--- src/rtl/fetch_queue.sv ---
// fetch_queue: epoch-tagged circular instruction buffer between imem responses and decode.
// Optional FETCH_QUEUE_BYPASS_EN: an empty queue forwards an accepted response to decode in the same cycle.
module fetch_queue #(
   parameter int DEPTH = 4,
   localparam int PTR_W = $clog2(DEPTH)
) (
   input  logic             clk,
   input  logic             rst,
   input  logic             flush,
   output logic             epoch,
   input  logic             enq_valid,
   input  logic             enq_epoch,
   input  logic [31:0]      enq_pc,
   input  logic [31:0]      enq_instr,
   output logic             enq_ready,
   output logic             deq_valid,
   input  logic             deq_ready,
   output logic [31:0]      deq_pc,
   output logic [31:0]      deq_instr,
   output logic [6:0]       deq_opcode,
   output logic [2:0]       deq_funct3,
   output logic [6:0]       deq_funct7,
   output logic [4:0]       deq_rs2_idx,
   output logic [PTR_W:0]   fq_count
);
   logic [31:0]      pc_mem [DEPTH];
   logic [31:0]      instr_mem [DEPTH];
   logic [PTR_W-1:0] rd_ptr, wr_ptr;
   logic             enq_ok, byp, deq_fire, wr_en, rd_en;
   assign enq_ready = fq_count != (PTR_W+1)'(DEPTH);
   assign enq_ok    = enq_valid & enq_ready & (enq_epoch == epoch) & ~flush;
`ifdef FETCH_QUEUE_BYPASS_EN
   assign byp = enq_ok & (fq_count == '0);
`else
   assign byp = 1'b0;
`endif
   assign deq_valid   = ((fq_count != '0) | byp) & ~flush;
   assign deq_pc      = byp ? enq_pc : pc_mem[rd_ptr];
   assign deq_instr   = byp ? enq_instr : instr_mem[rd_ptr];
   assign deq_opcode  = deq_instr[6:0];
   assign deq_funct3  = deq_instr[14:12];
   assign deq_funct7  = deq_instr[31:25];
   assign deq_rs2_idx = deq_instr[24:20];
   assign deq_fire    = deq_valid & deq_ready & ~flush;
   // a bypassed entry consumed in the same cycle never touches storage
   assign wr_en = enq_ok & ~(byp & deq_ready);
   assign rd_en = deq_fire & ~byp;
   // pointers, occupancy and epoch; flush empties the queue and opens a new epoch
   always_ff @(posedge clk or posedge rst) begin
      if (rst) begin
         rd_ptr   <= '0;
         wr_ptr   <= '0;
         fq_count <= '0;
         epoch    <= 1'b0;
      end else if (flush) begin
         rd_ptr   <= '0;
         wr_ptr   <= '0;
         fq_count <= '0;
         epoch    <= ~epoch;
      end else begin
         fq_count <= fq_count + (PTR_W+1)'(wr_en) - (PTR_W+1)'(rd_en);
         if (wr_en) wr_ptr <= wr_ptr + PTR_W'(1);
         if (rd_en) rd_ptr <= rd_ptr + PTR_W'(1);
      end
   end
   // entry storage; cleared only by reset, flush leaves stale data behind
   always_ff @(posedge clk or posedge rst) begin
      if (rst) begin
         for (int i = 0; i < DEPTH; i++) begin
            pc_mem[i]    <= '0;
            instr_mem[i] <= '0;
         end
      end else if (wr_en) begin
         pc_mem[wr_ptr]    <= enq_pc;
         instr_mem[wr_ptr] <= enq_instr;
      end
   end
endmodule

--- config.mk ---
export PLATFORM = sky130hd
export DESIGN_NAME = fetch_queue
export DESIGN_NICKNAME = d
export VERILOG_FILES = /design/src/rtl/fetch_queue.sv
export SDC_FILE = /design/constraint.sdc
export NUM_CORES = 1
export LEC_CHECK = 0
export CORE_MARGIN = 2
export CORE_UTILIZATION = 45
export DETAILED_ROUTE_END_ITERATION = 10
export MAX_ROUTING_LAYER = met4
export PLACE_DENSITY = 0.7
export SYNTH_ARGS = -nofsm -noshare
export SYNTH_HDL_FRONTEND = slang
export SYNTH_SLANG_ARGS = --single-unit
--- constraint.sdc ---
create_clock -name clk -period 7.6 [get_ports clk]
set_input_delay 0.76 -clock clk [delete_from_list [all_inputs] [get_ports clk]]
set_output_delay 0.76 -clock clk [all_outputs]
set_load 0.02 [all_outputs]
### Word-level counts from Yosys, hierarchy flattened

Cells that the tools add are included.

| word-level totals | value |
|---|---|
| register bits | 264 |
| bits in latches | 0 |
| RAM bits | 0 |
| bits in read-only memories | 0 |
| input bits | 70 |
| output and inout port bits | 92 |
| memories | 0 |

| cells by class | value |
|---|---|
| add/sub/neg operators | 4 |
| multiply operators | 0 |
| div/mod/pow operators | 0 |
| order comparisons | 3 |
| equal/unequal tests | 2 |
| shift operators | 0 |
| mux-type cells | 15 |
| bitwise logic cells | 10 |
| reductions and logical operators | 4 |

Operators with widths:

| cell | count |
|---|---|
| $bwmux W128 | 2 |
| $mux W32 | 5 |
| $bmux W32 S2 | 2 |
| $demux W32 S2 | 1 |
| $mux W2 | 4 |
| $and A1 B1 Y1 | 6 |
| $ge A3 B3 Y1 const B | 2 |
| $not A2 Y3 | 2 |
| $add A2 B1 Y2 const B | 2 |
| $reduce_bool A2 Y1 | 2 |
| $add A3 B1 Y3 | 1 |
| $lt A3 B1 Y1 const B | 1 |
| $mux W3 | 1 |
| $ne A3 B3 Y1 const B | 1 |
| $reduce_bool A3 Y1 | 1 |
| $sub A3 B1 Y3 | 1 |
| $not A1 Y1 | 2 |
| $eq A1 B1 Y1 | 1 |
| $logic_and A1 B1 Y1 | 1 |

### Longest topological paths before layout

| depth | value |
|---|---|
| word-level depth | 7 |
| mapped depth | 10 |
| gate-level depth less buffers | 10 |

### Worst setup path before layout

Ideal clock, no wire load.

| timing | value |
|---|---|
| kind | input -> register |
| start point | input port enq_epoch |
| end point | register fq_count[2] |
| arrival time | 2.455 ns |
| setup slack | 5.013 ns |
| stages on the path | 10 |
| path through | xor2_4 -> nor3b_1 -> nand2b_1 -> ha_1 -> inv_1 -> ha_1 -> inv_1 -> fa_1 -> xnor2_1 -> nor2_1 |

| on the way | value |
|---|---|
| word-level cells in the longest chain between the ends | 6 |

RTL lines:

| item | line | source |
|---|---|---|
| start, declared | 12 | `input logic enq_epoch,` |
| $eq A1 B1 Y1 | 31 | `assign enq_ok = enq_valid & enq_ready & (enq_epoch == epoch) & ~flush;` |
| $and A1 B1 Y1 (2 in series) | 31 |  |
| $add A3 B1 Y3 | 61 | `fq_count <= fq_count + (PTR_W+1)'(wr_en) - (PTR_W+1)'(rd_en);` |
| $sub A3 B1 Y3 | 61 |  |
| $mux W3 | 55 | `end else if (flush) begin` |
| end signal, assigned | 61 |  |
| end, declared | 24 | `output logic [PTR_W:0] fq_count` |

Every way passes these cells.
A chain may end at the register's enable or synchronous reset.

### Worst setup path after layout

| timing | value |
|---|---|
| start point | register rd_ptr[0] |
| end point | output port deq_pc[20] |

| on the way | value |
|---|---|
| word-level cells in the longest chain between the ends | 4 |

RTL lines:

| item | line | source |
|---|---|---|
| start, declared | 28 | `logic [PTR_W-1:0] rd_ptr, wr_ptr;` |
| start signal, assigned | 63 | `if (rd_en) rd_ptr <= rd_ptr + PTR_W'(1);` |
| $not A2 Y3 (not written as such) | 38 | `assign deq_pc = byp ? enq_pc : pc_mem[rd_ptr];` |
| $bmux W32 S2 | 38 |  |
| $mux W32 (not written as such) (2 in series) | 38 |  |
| end, declared | 18 | `output logic [31:0] deq_pc,` |

Every way passes these cells. The select of a mux whose other input is x is not followed.

==> flow_metrics.env <==
export IMPL_ys_flop_type="dfrtp_1"
export IMPL_hold_end="instr_mem[56]"
export IMPL_tns_ps=0
export IMPL_syn_inst=693
export IMPL_whs_ps=483
export IMPL_clockBufferDepth=3
export IMPL_r2r_cells=10
export IMPL_finalSetupViolCount=0
export IMPL_worstPathRequired_ps=6840
export IMPL_root_buffer="clkbuf_16"
export IMPL_ys_ff_latch=264
export IMPL_finalCritPeriodShare_pct=53.3
export IMPL_ios=162
export IMPL_grt_overflow=0
export IMPL_synth_area_per_cell_sq_um=17.4
export IMPL_vias=6531
export IMPL_slew_violations=0
export IMPL_crit_path_end_kind="output port"
export IMPL_ant_nets=0
export IMPL_drtPass1Iterations=7
export IMPL_fin_crit_ps=4050
export IMPL_syn_nets=770
export IMPL_area_delta_synth_final_pct=21.2
export IMPL_die_w_um=168
export IMPL_worstPathArrival_ps=3290
export IMPL_num_fill_cells=2043
export IMPL_drive_gt1_share_pct=43.6
export IMPL_r2r_start="fq_count[1]"
export IMPL_mostFrequentLayoutCell="dfrtp_1"
export IMPL_worstSetupStartpointType="register"
export IMPL_power_uw=6020
export IMPL_final_nets=912
export IMPL_yosysSeqAreaShare_pct=54.9
export IMPL_rrSetupSlack_ps=5000
export IMPL_synth_top_area_share_pct=54.9
export IMPL_synth_area_top_cells="dfrtp_1 55%, mux2_2 18%, mux4_2 12%"
export IMPL_ir_drop_uv=256
export IMPL_routedWlPerCell_um=21.4
export IMPL_synth_async_sr_flop_share_pct=100
export IMPL_grt_pass1_wl_um=41700
export IMPL_violations="DRC"
export IMPL_cts_setup_buffers=0
export IMPL_numCtsBuffers=29
export IMPL_grtUsageTotal_pct=19.2
export IMPL_min_from="instr_mem[56]"
export IMPL_drc=12
export IMPL_min_path_cells=1
export IMPL_synth_area_sq_mm=0.0120
export IMPL_power_leakage_uw=0.00634
export IMPL_power_density_mw_per_mm2=413
export IMPL_first_iter_violations=348
export IMPL_antenna_found_initial=1
export IMPL_skew_ps=32.9
export IMPL_start_util_pct=46.0
export IMPL_cts_tree="done"
export IMPL_hold_buffers=0
export IMPL_postCtsResizedCells=0
export IMPL_slew_headroom_pct=28.5
export IMPL_clk_pin_slew_ps=60
export IMPL_grt_pass1_vias=7625
export IMPL_hold_violations=0
export IMPL_ctsHtreeMaxLevel=1
export IMPL_gp_congestion=0.750
export IMPL_synth_warnings=0
export IMPL_worstHoldPathType="reg -> reg"
export IMPL_rsz0062_at_grt="false"
export IMPL_core_area_sq_mm=0.0261
export IMPL_grt_max_degree=87
export IMPL_final_cell_mix="262 x dfrtp_1, 197 x mux2_2, 161 x clkdlybuf4s50_1"
export IMPL_portBuffers=161
export IMPL_worstMarginPinSlew_ps=1070
export IMPL_cts_sinks=264
export IMPL_fmax_ghz=0.247
export IMPL_place_detailed_hpwl_um=16200
export IMPL_synth_top_cell_by_area="dfrtp_1"
export IMPL_ys_types=29
export IMPL_fp_row_count=59
export IMPL_outcome="finished, violations left"
export IMPL_crit_type="reg -> out"
export IMPL_clk_latency_ps=550
export IMPL_die_height_um=168
export IMPL_wirelength_um=25400
export IMPL_dieArea_sq_mm=0.0281
export IMPL_via_per_inst=5.50
export IMPL_worstReg2RegEnd="fq_count[2]"
export IMPL_synth_edf_count=0
export IMPL_cap_viol_max_count=0
export IMPL_crit_fanout=43
## sequential cells by signal (all words and copies together) (netlist names)
signal,cells
wr_ptr,2
rd_ptr,2
pc_mem,128
fq_count,3
instr_mem,128
epoch,1
## area by class of cell
type | count | area [sq um] | share of cell area [%]
diodes | 1 | 2.50 | 0.0172
clock buffers | 40 | 807 | 5.53
clock inverters | 7 | 114 | 0.781
inverters | 6 | 26.3 | 0.180
multi-input cells | 360 | 4890 | 33.5
flip-flops and latches | 264 | 6610 | 45.3
well taps | 335 | 419 | 2.87
repair buffers | 174 | 1710 | 11.7
## how the worst max path moves through the flow
stage	startpoint	to	slack [ps]
2_1_floorplan	rst	epoch	3360
3_3_place_gp	rd_ptr[0]	deq_funct7[4]	4040
3_5_place_dp	rd_ptr[0]	deq_instr[23]	4030
4_1_cts	rd_ptr[0]	deq_instr[23]	3440
5_1_grt	rd_ptr[0]	deq_pc[17]	3350
6_report	rd_ptr[0]	deq_pc[20]	3550
## cell families after synthesis
kind of cell	count (synthesis)	share of synthesized area, %
simple gates	24	1.62
compound gates	2	0.104
xor+xnor	4	0.447
flops	264	54.9
fa+ha+maj	7	0.790
buf+inv	69	4.43
mux	323	37.7
## critical path, stage by stage (launching register included)
cell             delay (ps)
dfrtp_4                 770
buf_4                   710
mux4_2                  590
clkdlybuf4s50_1         570
## stage by stage
step / setup WS, ps / instances / instance area, sq um / utilization (%)
2_1_floorplan: 3360 / 693 / 12000 / -
3_3_place_gp: 4040 / 1139 / 13700 / 52.3
3_5_place_dp: 4030 / 1139 / 13700 / 52.3
4_1_cts: 3440 / 1186 / 14600 / 55.8
5_1_grt: 3350 / 1187 / 14600 / 55.8
6_report: 3550 / 1187 / 14600 / 55.8
## power by group
group | total (uW) | internal [uW] | switching (uW)
clock | 1370 | 832 | 540
combinational | 2410 | 1400 | 1020
sequential | 2240 | 1930 | 311
total | 6020 | 4160 | 1870
## synth_stat cells, types with 2 or more instances
| library cell | count |
|---|---|
| mux4_2 | 64 |
| mux2i_1 | 2 |
| nor3_4 | 4 |
| nand3b_1 | 4 |
| mux2_1 | 12 |
| nor2_1 | 5 |
| inv_1 | 6 |
| buf_2 | 9 |
| nand2b_1 | 4 |
| mux2_4 | 48 |
| ha_1 | 6 |
| buf_4 | 22 |
| dfrtp_1 | 264 |
| xor2_1 | 2 |
| buf_6 | 24 |
| clkbuf_1 | 7 |
| mux2_2 | 197 |
| nor3b_1 | 2 |
## routing by layer
| layer | vias up | wire (um) | global-route usage (%) | share of wire, % |
|---|---|---|---|---|
| li1 | 2812 | - | - | - |
| met1 | 3524 | 10700 | 23.7 | 42 |
| met2 | 155 | 12700 | 32.3 | 50 |
| met3 | 40 | 1420 | 4.23 | 5.6 |
| met4 | 0 | 590 | 5.22 | 2.3 |
| met5 | - | 0 | - | 0 |
No activity file was read; power rests on OpenSTA's default activity.
